`src/rtl/wm_pkg.sv`:
```
// Shared types, default prices/durations and BCD conversion for the wash controller.
// Latency: n/a (types and combinational helpers). Backpressure: n/a.
// Prices and durations are kept in binary and converted to digits only when a wash is loaded.
package wm_pkg;

  typedef enum logic [2:0] {
    S_IDLE,
    S_CHECK,
    S_WASH,
    S_PAUSE,
    S_DONE
  } state_t;

  localparam int unsigned PRICE0_DEF = 10;
  localparam int unsigned PRICE1_DEF = 20;
  localparam int unsigned PRICE2_DEF = 30;
  localparam int unsigned PRICE3_DEF = 40;
  localparam int unsigned DUR0_DEF   = 30;
  localparam int unsigned DUR1_DEF   = 60;
  localparam int unsigned DUR2_DEF   = 90;
  localparam int unsigned DUR3_DEF   = 120;

  localparam logic [9:0] BAL_MAX = 10'd999;

  // Binary 0..999 to {hundreds, tens, ones}; larger inputs clamp to 999.
  function automatic logic [11:0] bin2bcd(input logic [9:0] bin);
    logic [9:0] v;
    v = (bin > BAL_MAX) ? BAL_MAX : bin;
    return {4'(v / 10'd100), 4'((v / 10'd10) % 10'd10), 4'(v % 10'd10)};
  endfunction

endpackage

```
`src/rtl/wash_run_tick_gen.sv`:
```
// One-second tick generator: pulses tick on the cycle the counter wraps at TICK_DIV-1.
// Latency: tick is combinational from the counter. Backpressure: en=0 freezes the phase.
// The counter is never cleared except by rst, so a pause resumes mid-period.
module tick_gen #(
  parameter int unsigned TICK_DIV = 100_000_000
) (
  input  logic clk,
  input  logic rst,
  input  logic en,
  output logic tick
);

  localparam int W = (TICK_DIV > 1) ? $clog2(TICK_DIV) : 1;
  localparam logic [W-1:0] LAST = W'(TICK_DIV - 1);

  logic [W-1:0] cnt;

  assign tick = en && (cnt == LAST);

  always_ff @(posedge clk) begin
    if (rst) begin
      cnt <= '0;
    end else if (en) begin
      cnt <= tick ? '0 : cnt + W'(1);
    end
  end

endmodule

```
`src/rtl/wash_run.sv`:
```
// Wash controller: funds check, price deduction, per-mode BCD countdown with pause.
// Latency: outputs registered with the state; handshake to first WASH cycle is 2 cycles.
// Backpressure: start_ready is high only in IDLE; start_valid elsewhere is dropped.
module wash_run
  import wm_pkg::*;
#(
  parameter int unsigned TICK_DIV = 100_000_000,
  parameter int unsigned PRICE0   = PRICE0_DEF,
  parameter int unsigned PRICE1   = PRICE1_DEF,
  parameter int unsigned PRICE2   = PRICE2_DEF,
  parameter int unsigned PRICE3   = PRICE3_DEF,
  parameter int unsigned DUR0     = DUR0_DEF,
  parameter int unsigned DUR1     = DUR1_DEF,
  parameter int unsigned DUR2     = DUR2_DEF,
  parameter int unsigned DUR3     = DUR3_DEF
) (
  input  logic       clk,
  input  logic       rst,
  input  logic       start_valid,
  output logic       start_ready,
  input  logic [9:0] bal_in,
  input  logic [1:0] mode_in,
  input  logic       pause_pos,
  output logic [9:0] bal_out,
  output logic       err_funds,
  output logic       busy,
  output logic       done_pulse,
  output logic [3:0] t_h,
  output logic [3:0] t_t,
  output logic [3:0] t_o,
  output logic [2:0] state_led
);

  state_t     state, nxt;
  logic [9:0] bal_q;
  logic [1:0] mode_q;
  logic [9:0] price, dur;
  logic       funds_ok, hs, tick, wash_en;
  logic [3:0] dec_h, dec_t, dec_o;
  logic [2:0] led_nxt;

  assign hs       = start_valid & start_ready;
  assign funds_ok = bal_q >= price;
  assign wash_en  = (state == S_WASH);

  tick_gen #(.TICK_DIV(TICK_DIV)) u_tick (
    .clk  (clk),
    .rst  (rst),
    .en   (wash_en),
    .tick (tick)
  );

  always_comb begin
    price = 10'(PRICE0);
    dur   = 10'(DUR0);
    case (mode_q)
      2'd1: begin price = 10'(PRICE1); dur = 10'(DUR1); end
      2'd2: begin price = 10'(PRICE2); dur = 10'(DUR2); end
      2'd3: begin price = 10'(PRICE3); dur = 10'(DUR3); end
      default: ;
    endcase
  end

  // BCD minus one with borrow ripple; only used while the count is nonzero.
  always_comb begin
    dec_h = t_h;
    dec_t = t_t;
    dec_o = t_o - 4'd1;
    if (t_o == 4'd0) begin
      dec_o = 4'd9;
      dec_t = t_t - 4'd1;
      if (t_t == 4'd0) begin
        dec_t = 4'd9;
        dec_h = t_h - 4'd1;
      end
    end
  end

  always_comb begin
    nxt = state;
    case (state)
      S_IDLE:  if (hs) nxt = S_CHECK;
      S_CHECK: nxt = funds_ok ? S_WASH : S_IDLE;
      S_WASH: begin
        // Last tick beats a simultaneous pause press.
        if (tick && {t_h, t_t, t_o} == 12'h001) nxt = S_DONE;
        else if (pause_pos)                     nxt = S_PAUSE;
      end
      S_PAUSE: if (pause_pos) nxt = S_WASH;
      S_DONE:  nxt = S_IDLE;
      default: nxt = S_IDLE;
    endcase
  end

  always_comb begin
    led_nxt = 3'b001;
    case (nxt)
      S_WASH:  led_nxt = 3'b010;
      S_PAUSE: led_nxt = 3'b100;
      default: ;
    endcase
  end

  always_ff @(posedge clk) begin
    if (rst) begin
      state       <= S_IDLE;
      bal_q       <= '0;
      mode_q      <= '0;
      bal_out     <= '0;
      t_h         <= '0;
      t_t         <= '0;
      t_o         <= '0;
      err_funds   <= 1'b0;
      done_pulse  <= 1'b0;
      busy        <= 1'b0;
      start_ready <= 1'b1;
      state_led   <= 3'b001;
    end else begin
      state       <= nxt;
      start_ready <= (nxt == S_IDLE);
      busy        <= (nxt == S_WASH) || (nxt == S_PAUSE);
      state_led   <= led_nxt;
      done_pulse  <= (nxt == S_DONE);
      err_funds   <= (state == S_CHECK) && !funds_ok;
      if (hs) begin
        bal_q  <= (bal_in > BAL_MAX) ? BAL_MAX : bal_in;
        mode_q <= mode_in;
      end
      if (state == S_CHECK) begin
        bal_out <= funds_ok ? bal_q - price : bal_q;
        if (funds_ok) {t_h, t_t, t_o} <= bin2bcd(dur);
      end else if (wash_en && tick) begin
        {t_h, t_t, t_o} <= {dec_h, dec_t, dec_o};
      end
    end
  end

endmodule
```
`config.mk`:
```
export PLATFORM = sky130hd
export DESIGN_NAME = wash_run
export DESIGN_NICKNAME = d
export VERILOG_FILES = /design/src/rtl/wm_pkg.sv /design/src/rtl/wash_run_tick_gen.sv /design/src/rtl/wash_run.sv
export SDC_FILE = /design/constraint.sdc
export NUM_CORES = 1
export LEC_CHECK = 0
export CAP_MARGIN = 5
export CORE_MARGIN = 5
export CORE_UTILIZATION = 60
export DETAILED_ROUTE_END_ITERATION = 7
export PLACE_DENSITY = 0.85
export SLEW_MARGIN = 0
export SYNTH_ARGS = -nofsm -noshare
export SYNTH_HDL_FRONTEND = slang
export SYNTH_SLANG_ARGS = --single-unit
export TNS_END_PERCENT = 5
```
`constraint.sdc`:
```
create_clock -name clk -period 6 [get_ports clk]
set_input_delay 1.2 -clock clk [delete_from_list [all_inputs] [get_ports clk]]
set_output_delay 1.2 -clock clk [all_outputs]
set_load 0.05 [all_outputs]
```
==> impl_metrics.csv, run 1 <==
group,metric,value,unit
synth,synth_ff_type,"dfxtp_1",
detailed_routing,drt_iter0_markers,173,
clock_tree,cts_tree,"yes",
global_routing,antenna_found_initial,0,
detailed_routing,vias,3330,
clock_tree,path_clk_slew,0.07,ns
setup_path,r2r_end,"t_o[3]$_SDFFE_PP0P_",
detailed_routing,drt_pass1_iterations,4,
power_and_ir_drop,vdd_drop_max,0.191,mV
status,status,"complete, no violations",
synth,ys_ff_latch,71,
placement,io_buffer_count,44,
flow_run,drv_cap,0,
setup_path,reg2reg_setup_slack,2.68,ns
synth,syn_inst,452,
die,io_pins,45,
global_routing,grt_pass1_vias,3152,
synth,ys_seq_area_frac,0.371,
setup_path,cp.arrival,3.59,ns
hold_path,whs_path_depth,2,
hold_path,whs_endpoint,"bal_out[0]$_SDFFE_PP0P_",
sta,fin_skew,0.0125,ns
setup_path,critPathBufInv,2,
clock_tree,clk_latency,0.36,ns
hold_path,worstHoldPathType,"flip-flop to flip-flop",
final_layout,syn_to_final_growth,16.4,%
power_and_ir_drop,total_power,1270,uW
clock_tree,cts_resized,0,
global_routing,grt_pass1_wl,14.2,mm
setup_path,slowest_delay,0.59,ns
setup_path,critical_path_depth,11,
global_routing,grt_overflow,0,
detailed_routing,viasPerCell,5.85,
clock_tree,numCtsBuffers,9,
sta,rsz0062_at_grt,"false",
sta,finalSetupViolations,0,
sta,hold_viol,0,
setup_path,endpoint_kind,"flip-flop",
sta,setup_tns,0,ns
placement,routabilityCongestion,0.883,
synth,synth_edf_count,0,
setup_path,reg2reg_depth,11,
clock_tree,clockBufferDepth,2,
sta,hold-worst-slack,0.469,ns
detailed_routing,wl_per_cell,15.0,um
clock_tree,htreeDepth,3,
synth,ys_types,63,
synth,syn_area,3830,um^2
sta,fmax,302,MHz
sta,min_period,3.32,ns
setup_path,path_delay_family,"simple AND/OR/NAND/NOR gates",
final_layout,post-route-util,0.710,
die,start_util,0.610,
final_layout,design_area,4460,um^2
die,rows,29,
synth,postSynthAreaPerCell,8.47,um^2
die,die_height,89.9,um
final_layout,antenna_cells,0,
die,coreArea,6280,um^2
sta,fin_crit_sh,0.553,
setup_path,crit_fanout,12,
placement,dpl_cell_area,4240,um^2
synth,async_flop_share,0,
sta,slew_headroom,0.475,
setup_path,worst-setup-path-type,"flip-flop to flip-flop",
global_routing,grtUsageTotal,0.210,
clock_tree,post_cts_buffers,0,
detailed_routing,ant_nets,0,
clock_tree,ctsHoldBuffers,0,
setup_path,reg2reg_from,"mode_q[0]$_SDFFE_PP0P_",
final_layout,final_nets,523,
hold_path,min_from,"bal_out[0]$_SDFFE_PP0P_",
setup_path,crit_chain,"inv_1, ha_1, nor2_1, inv_1, ha_1, nand3b_1, or4_1, a31oi_2, nor2_1, o21ba_1, nor3_1",
die,die_area,8080,um^2
detailed_routing,routed_wl,8.54,mm
clock_tree,clock-sinks,71,
detailed_routing,route.detailed.drc,0,
global_routing,grt_max_degree,49,
setup_path,crit_path_start_kind,"flip-flop",
setup_path,critPathSlowestCell,"a31oi_2",
power_and_ir_drop,power_leakage,0.00165,uW
sta,drv_slew,0,
clock_tree,cts_root_buf,"clkbuf_8",
sta,tightestPinTransition,0.780,ns
synth,syn-num-nets,487,
setup_path,critPathRequiredTime,6.27,ns
placement,dp_hpwl,6.06,mm
power_and_ir_drop,powerDensity,284,nW/um^2
final_layout,drive_gt1_frac,0.0813,
die,fp.dieW,89.9,um
synth,yosysWarnings,0,
report_power, final:
group | internal [uW] | switching (uW) | total (uW)
Clock | 244 | 182 | 425
Combinational | 116 | 200 | 317
Sequential | 498 | 26.2 | 524
worst max path at each step:
stage                                 startpoint                  end  slack [ns]
final                     mode_q[0]$_SDFFE_PP0P_  t_o[3]$_SDFFE_PP0P_        2.68
after floorplan           mode_q[0]$_SDFFE_PP0P_  t_h[0]$_SDFFE_PP0P_        3.38
after detailed placement  mode_q[0]$_SDFFE_PP0P_  t_o[3]$_SDFFE_PP0P_        2.78
after CTS                 mode_q[0]$_SDFFE_PP0P_  t_o[3]$_SDFFE_PP0P_        2.71
after global routing      mode_q[0]$_SDFFE_PP0P_  t_o[3]$_SDFFE_PP0P_        2.45
after global placement    mode_q[0]$_SDFFE_PP0P_  t_t[1]$_SDFFE_PP0P_        2.90
flip-flops by register name, summed over array words and instances, names as in the netlist, 2 cells and up:
name,cells
t_o,4
u_tick.cnt,27
state,3
mode_q,2
bal_out,10
t_h,4
state_led,3
t_t,4
bal_q,10
area by class of cell:
cell class | count | area, um^2
Fill cell | 492 | 1820
Multi-Input combinational cell | 343 | 2200
Timing Repair Buffer | 45 | 448
Clock buffer | 10 | 138
Clock inverter | 5 | 82.6
Sequential cell | 71 | 1420
Inverter | 18 | 67.6
Tap cell | 77 | 96.3
cells by family after synthesis:
family,synth area share
mux,0.0239
compound gates,0.118
fa+ha+maj,0.0641
buf+inv,0.0530
simple gates,0.294
xor+xnor,0.0755
flops,0.371
through the flow:
stage / std cells / setup WS (ns)
global placement: 554 / 2.90
global route: 569 / 2.45
CTS: 569 / 2.71
floorplan: 452 / 3.38
finish: 569 / 2.68
detailed placement: 554 / 2.78
cells in the final DEF (no fill, tap or decap), drive strengths merged, types with 15 or more instances in the layout:
cell type	n
nor3	21
nand4	15
inv	18
ha	18
xor2	18
nor2	75
clkdlybuf4s50	44
xnor2	15
a21oi	26
nand2	51
dfxtp	71
cell usage after synthesis (all sizes together) (5+ instances only):
cell	instances	area (um^2)
dfxtp	71	1420
nor4	5	52.6
xor2	18	158
a21oi	26	130
inv	18	67.6
and4	5	48.8
nand2	51	191
nor2	75	282
nand3	9	45.0
ha	18	225
buf	12	95.1
a211oi	8	60.1
a31oi	5	37.5
mux2i	8	80.1
a22oi	5	37.5
xnor2	15	131
nand4	15	115
nor4b	5	73.8
o21ai	10	50.1
clkbuf	8	40.0
nor3	21	131
worst register-to-register path, cell delays in order, from the launching register on:
cell	delay, ns
dfxtp_1	0.43
inv_1	0.11
ha_1	0.23
nor2_1	0.23
inv_1	0.14
ha_1	0.32
nand3b_1	0.09
or4_1	0.48
a31oi_2	0.59
nor2_1	0.23
o21ba_1	0.23
nor3_1	0.16
routing by layer:
metal,global-route usage,routed length (um),vias up
met5,0,0,-
met4,0.0794,153,0
met3,0.0467,478,24
met2,0.363,4170,107
met1,0.252,3740,1560
li1,-,-,1639
No activity file was read; power rests on OpenSTA's default activity.
==> run 2, diff against run 1 <==
- CORE_UTILIZATION: 60 -> 51
- PLACE_DENSITY: 0.85 -> 0.77
- clock period: 6 -> 3 ns (I/O delays scaled with it)
==> impl_metrics.csv, run 2 (synthesized netlist as in run 1, its figures left out) <==
group,metric,value,unit
placement,placed_cells,581,
final_layout,top_register,"u_tick.cnt",
setup_path,critical_path_depth,11,
global_routing,grt_pass1_wl,15.1,mm
clock_tree,ctsHoldBuffers,0,
final_layout,fin_cells,597,
final_layout,syn_to_final_growth,18.5,%
final_layout,antenna_cells,0,
global_routing,grtUsageTotal,0.192,
die,fp.dieW,96.6,um
setup_path,critPathBufInv,3,
hold_path,worstHoldPathType,"flip-flop to flip-flop",
placement,routabilityCongestion,0.901,
global_routing,antenna_found_initial,0,
detailed_routing,viasPerCell,5.50,
sta,finalSetupViolations,0,
detailed_routing,drt_pass1_iterations,4,
sta,slew_headroom,0.629,
clock_tree,post_cts_buffers,0,
status,status,"complete, no violations",
detailed_routing,wl_per_cell,14.5,um
setup_path,crit_path_start_kind,"flip-flop",
sta,fin_skew,0.00926,ns
clock_tree,clk_latency,0.35,ns
final_layout,final_nets,528,
global_routing,grt_overflow,0,
sta,fin_crit_sh,0.931,
clock_tree,clock-sinks,71,
clock_tree,numCtsBuffers,9,
setup_path,critPathSlowestCell,"or4_4",
die,rows,31,
clock_tree,cts_tree,"yes",
final_layout,fill_cells,638,
placement,dp_hpwl,6.32,mm
final_layout,drive_gt1_frac,0.100,
final_layout,layout_common_cells,"74 x nor2_1, 70 x dfxtp_1, 51 x nand2_1",
global_routing,grt_pass1_vias,3254,
final_layout,layout_commonest_cell,"nor2_1",
final_layout,biggestRegsByFlops,"u_tick.cnt (27), bal_out (10), bal_q (10)",
detailed_routing,ant_nets,0,
setup_path,worst-setup-path-type,"flip-flop to flip-flop",
final_layout,multi_input_area,2230,um^2
final_layout,largest_register_ffs,27,
power_and_ir_drop,powerDensity,545,nW/um^2
clock_tree,htreeDepth,3,
sta,tightestPinTransition,0.556,ns
clock_tree,path_clk_slew,0.08,ns
setup_path,endpoint_kind,"flip-flop",
sta,min_period,2.79,ns
final_layout,register_area,1420,um^2
power_and_ir_drop,power_leakage,0.00166,uW
hold_path,whs_path_depth,2,
setup_path,crit_fanout,12,
die,io_pins,45,
detailed_routing,routed_wl,8.68,mm
die,start_util,0.525,
die,die_height,96.6,um
setup_path,reg2reg_depth,11,
power_and_ir_drop,vdd_drop_max,0.333,mV
sta,fmax,358,MHz
detailed_routing,drt_iter0_markers,159,
global_routing,grt_max_degree,26,
die,coreArea,7290,um^2
sta,rsz0062_at_grt,"false",
placement,io_buffer_count,44,
setup_path,crit_chain,"inv_1, ha_1, inv_1, ha_1, nand3_1, or4_4, a31oi_4, buf_12, nor2_1, o21ba_1, nor3_2",
setup_path,slowest_delay,0.53,ns
detailed_routing,vias,3284,
clock_tree,cts_resized,2,
detailed_routing,route.detailed.drc,0,
setup_path,critPathRequiredTime,3.27,ns
setup_path,path_delay_family,"simple AND/OR/NAND/NOR gates",
sta,hold_viol,0,
setup_path,cp.arrival,3.06,ns
sta,drv_slew,0,
setup_path,reg2reg_setup_slack,0.21,ns
die,die_area,9340,um^2
sta,setup_tns,0,ns
clock_tree,cts_root_buf,"clkbuf_8",
clock_tree,clockBufferDepth,2,
flow_run,drv_cap,0,
[run 2: cell types whose count changed in the layout (fill, tap and decap cells not counted), sizes merged]
cell,delta
clkbuf,+1
bufinv,-1
clkinvlp,+3
clkinv,-2
buf,+5
[run 2: final timing paths]
check                          startpoint                       to
hold reg to reg   bal_out[1]$_SDFFE_PP0P_  bal_out[1]$_SDFFE_PP0P_
hold / removal    bal_out[1]$_SDFFE_PP0P_  bal_out[1]$_SDFFE_PP0P_
setup reg to reg   mode_q[1]$_SDFFE_PP0P_      t_o[3]$_SDFFE_PP0P_
setup / recovery   mode_q[1]$_SDFFE_PP0P_      t_o[3]$_SDFFE_PP0P_
[run 2: power by group]
group	internal, uW	switching (uW)
combinational	254	409
sequential	996	51.1
clock	405	358
total	1660	818
[run 2: layer usage]
metal  routed length [um]  up-vias  global-route usage
met4                  100        0              0.0562
li1                     -     1663                   -
met5                    0        -                   0
met2                 4550       70               0.341
met3                  364        8              0.0561
met1                 3670     1543               0.223
[run 2: layout make-up]
type                            count  area share
Clock buffer                       11      0.0312
Clock inverter                      5      0.0127
Inverter                           18      0.0149
Multi-Input combinational cell    343       0.491
Sequential cell                    71       0.314
Tap cell                           99      0.0273
Timing Repair Buffer               50       0.110
[run 2: worst reg2reg max path, stage by stage (launching register included)]
cell	delay, ns
dfxtp_2	0.39
inv_1	0.09
ha_1	0.34
inv_1	0.08
ha_1	0.35
nand3_1	0.12
or4_4	0.53
a31oi_4	0.20
buf_12	0.16
nor2_1	0.09
o21ba_1	0.22
nor3_2	0.16
[run 2: per-stage QoR]
stage                     hold slack (ns)  area (um^2)  total power, uW   util  setup WS, ns
after detailed placement            0.451         4310             1720  0.592      -0.00238
after floorplan                     0.440         3830             1540      -         0.378
after global placement              0.443         4310             1700  0.592         0.156
final                               0.455         4540             2470  0.622         0.207
after global routing                0.483         4540             2610  0.622        0.0363
after CTS                           0.463         4520             2490  0.619        0.0596
==> run 3, diff against run 2 <==
- CORE_UTILIZATION: 51 -> 50
- PLACE_DENSITY: 0.77 -> 0.76
- REMOVE_ABC_BUFFERS: default -> 1
- SYNTH_HIERARCHICAL: default -> 1
- clock period: 3 -> 2.3 ns (I/O delays scaled with it)
==> impl_metrics.csv, run 3 <==
group,metric,value,unit
die,rows,31,
global_routing,antenna_found_initial,0,
sta,drv_slew,0,
power_and_ir_drop,internal_power,2190,uW
sta,fin_ws,-0.191,ns
detailed_routing,drt_pass1_iterations,4,
sta,min_period,2.49,ns
power_and_ir_drop,power_leakage,0.00208,uW
setup_path,crit_chain,"nor3b_4, and3_4, nand3_4, nor3_2, buf_4, nand4bb_4, or4b_4, nand2b_4, nor4_4, xnor2_1, nor3_2",
detailed_routing,wl_per_cell,15.8,um
setup_path,cp.arrival,2.73,ns
clock_tree,clk_latency,0.35,ns
detailed_routing,route.detailed.drc,0,
die,fp.dieW,96.6,um
final_layout,biggestRegsByFlops,"u_tick/cnt (27), bal_out (10), bal_q (10)",
status,status,"complete, but fails checks",
final_layout,layout_common_cells,"89 x buf_4, 67 x dfxtp_1, 44 x nor2_1, 44 x clkdlybuf4s50_1, 39 x nand2_1",
synth,yosysWarnings,6,
global_routing,grt_pass1_vias,3677,
die,die_area,9330,um^2
synth,syn_area,3750,um^2
clock_tree,cts_tree,"yes",
final_layout,final_nets,600,
placement,dpl_cell_area,4890,um^2
sta,finalSetupViolations,24,
final_layout,syn_to_final_growth,44.5,%
setup_path,crit_path_start_kind,"flip-flop",
clock_tree,path_clk_slew,0.08,ns
die,die_height,96.6,um
final_layout,antenna_cells,0,
die,start_util,0.514,
die,coreArea,7290,um^2
detailed_routing,viasPerCell,5.55,
final_layout,post-route-util,0.743,
clock_tree,htreeDepth,3,
global_routing,grtUsageTotal,0.235,
synth,synth_top_area_share,0.379,
clock_tree,clockBufferDepth,2,
setup_path,endpoint_kind,"flip-flop",
placement,pre_cts_ws,-0.413,ns
final_layout,largest_register_ffs,27,
clock_tree,ctsHoldBuffers,0,
final_layout,drive_gt1_frac,0.312,
sta,tightestPinTransition,0.705,ns
setup_path,critPathSlowestCell,"or4b_4",
detailed_routing,vias,3713,
sta,fin_skew,0.00927,ns
synth,postSynthAreaPerCell,8.66,um^2
clock_tree,cts_root_buf,"clkbuf_8",
flow_run,drv_cap,0,
placement,dp_hpwl,7.47,mm
sta,fmax,401,MHz
detailed_routing,drt_iter0_markers,109,
synth,synthMostInstantiatedCell,"dfxtp_1",
sta,slew_headroom,0.530,
power_and_ir_drop,pwr-share-seq,0.407,
setup_path,critPathBufInv,1,
final_layout,top_register,"u_tick/cnt",
setup_path,crit_path_frequent_cell,"nor3_2",
final_layout,multi_input_area,2430,um^2
setup_path,worst-setup-path-type,"flip-flop to flip-flop",
detailed_routing,ant_nets,0,
setup_path,slowest_delay,0.58,ns
placement,routabilityCongestion,0.955,
final_layout,register_area,1430,um^2
hold_path,worstHoldPathType,"flip-flop to flip-flop",
sta,hold_viol,0,
power_and_ir_drop,power.switching,1100,uW
detailed_routing,routed_wl,10.6,mm
global_routing,grt_max_degree,24,
clock_tree,numCtsBuffers,9,
power_and_ir_drop,pwr-share-clk,0.279,
synth,synth_edf_count,0,
final_layout,layout_commonest_cell,"buf_4",
clock_tree,clock-sinks,71,
die,io_pins,45,
setup_path,reg2reg_setup_slack,-0.19,ns
synth,ys_top_cells_by_area,"dfxtp_1 38%, ha_1 6.0%, a21oi_1 4.9%",
setup_path,crit_fanout,6,
synth,ys_ff_latch,71,
synth,synth_common_cells,"71 x dfxtp_1, 47 x nor2_1, 41 x nand2_1",
setup_path,critPathRequiredTime,2.54,ns
synth,synth_top_cell_by_area,"dfxtp_1",
global_routing,grt_overflow,0,
synth,ys_seq_area_frac,0.379,
sta,fin_crit_sh,1.08,
synth,ys_types,70,
power_and_ir_drop,swShare,0.334,
final_layout,fill_cells,538,
synth,async_flop_share,0,
status,violations,"setup timing",
power_and_ir_drop,powerDensity,608,nW/um^2
synth,syn_inst,433,
synth,synth_ff_type,"dfxtp_1",
placement,io_buffer_count,44,
power_and_ir_drop,vdd_drop_max,0.477,mV
final_layout,design_area,5420,um^2
sta,rsz0062_at_grt,"true",
setup_path,path_delay_family,"simple AND/OR/NAND/NOR gates",
power_and_ir_drop,comb_power_share,0.314,
global_routing,grt_pass1_wl,16.9,mm
## run 3: power by group through the flow
stage	Sequential (uW)	Clock (uW)	Combinational, uW
2_1_floorplan	1480	0	360
3_3_place_gp	1360	0	859
3_5_place_dp	1360	0	877
4_1_cts	1340	922	951
5_1_grt	1350	982	1100
6_report	1340	919	1030
## run 3: worst paths after layout
kind                                              start                      end  cells past startpoint
worst min register to register  bal_out[2]$_SDFFE_PP0P_  bal_out[2]$_SDFFE_PP0P_                      2
worst min-delay path            bal_out[2]$_SDFFE_PP0P_  bal_out[2]$_SDFFE_PP0P_                      2
worst max register to register      state[1]$_SDFF_PP0_      t_h[3]$_SDFFE_PP0P_                     11
worst max-delay path                state[1]$_SDFF_PP0_      t_h[3]$_SDFFE_PP0P_                     11
## run 3: tightest hold or removal path: cells and delay by family (launching register included)
family             cells  cell delay [ns]
DFF                    1             0.32
and+or+nand+nor        1             0.05
AOI/OAI and AO/OA      1             0.05
## run 3: logic make-up (layout without fill, tap and decap cells)
group	Yosys count	in the layout	synth area share
AOI/OAI and AO/OA	99	99	0.169
xor gates and xnor gates	20	20	0.0467
adders and majority gates	19	19	0.0654
buffers and inverters	37	174	0.0431
DFF	71	71	0.379
muxes	6	6	0.0164
and+or+nand+nor	181	181	0.281
## run 3: cell type report
type	instances	area share
multi-input cells	325	0.450
well taps	99	0.0229
repair buffers	139	0.217
flip-flops and latches	71	0.264
inverters	19	0.0141
clock inverters	5	0.00624
clock buffers	11	0.0261
## run 3: per-layer routing
metal  wire, um  vias to the layer above  share of wire  GRT usage
li1           -                     1829              -          -
met1       4560                     1771           0.43      0.275
met2       5330                       82           0.50      0.420
met3        413                       31          0.039     0.0434
met4        291                        0          0.027     0.0993
met5          0                        -              0          0
## run 3: what timing repair did
item | 4_1_cts | 5_1_grt
setup buffers | 3 | 3
gates resized for setup | 36 | 34
setup endpoints to repair | 29 | 31
pin swaps | 13 | 15
## run 3: metrics by stage
stage / hold slack, ns / total power, uW / instances / setup TNS (ns)
after floorplan: 0.440 / 1840 / 415 / -28.86
after global placement: 0.442 / 2210 / 647 / -4.98
after detailed placement: 0.455 / 2240 / 647 / -6.60
after CTS: 0.465 / 3210 / 666 / -2.88
after global routing: 0.484 / 3430 / 669 / -4.93
final: 0.466 / 3290 / 669 / -2.00
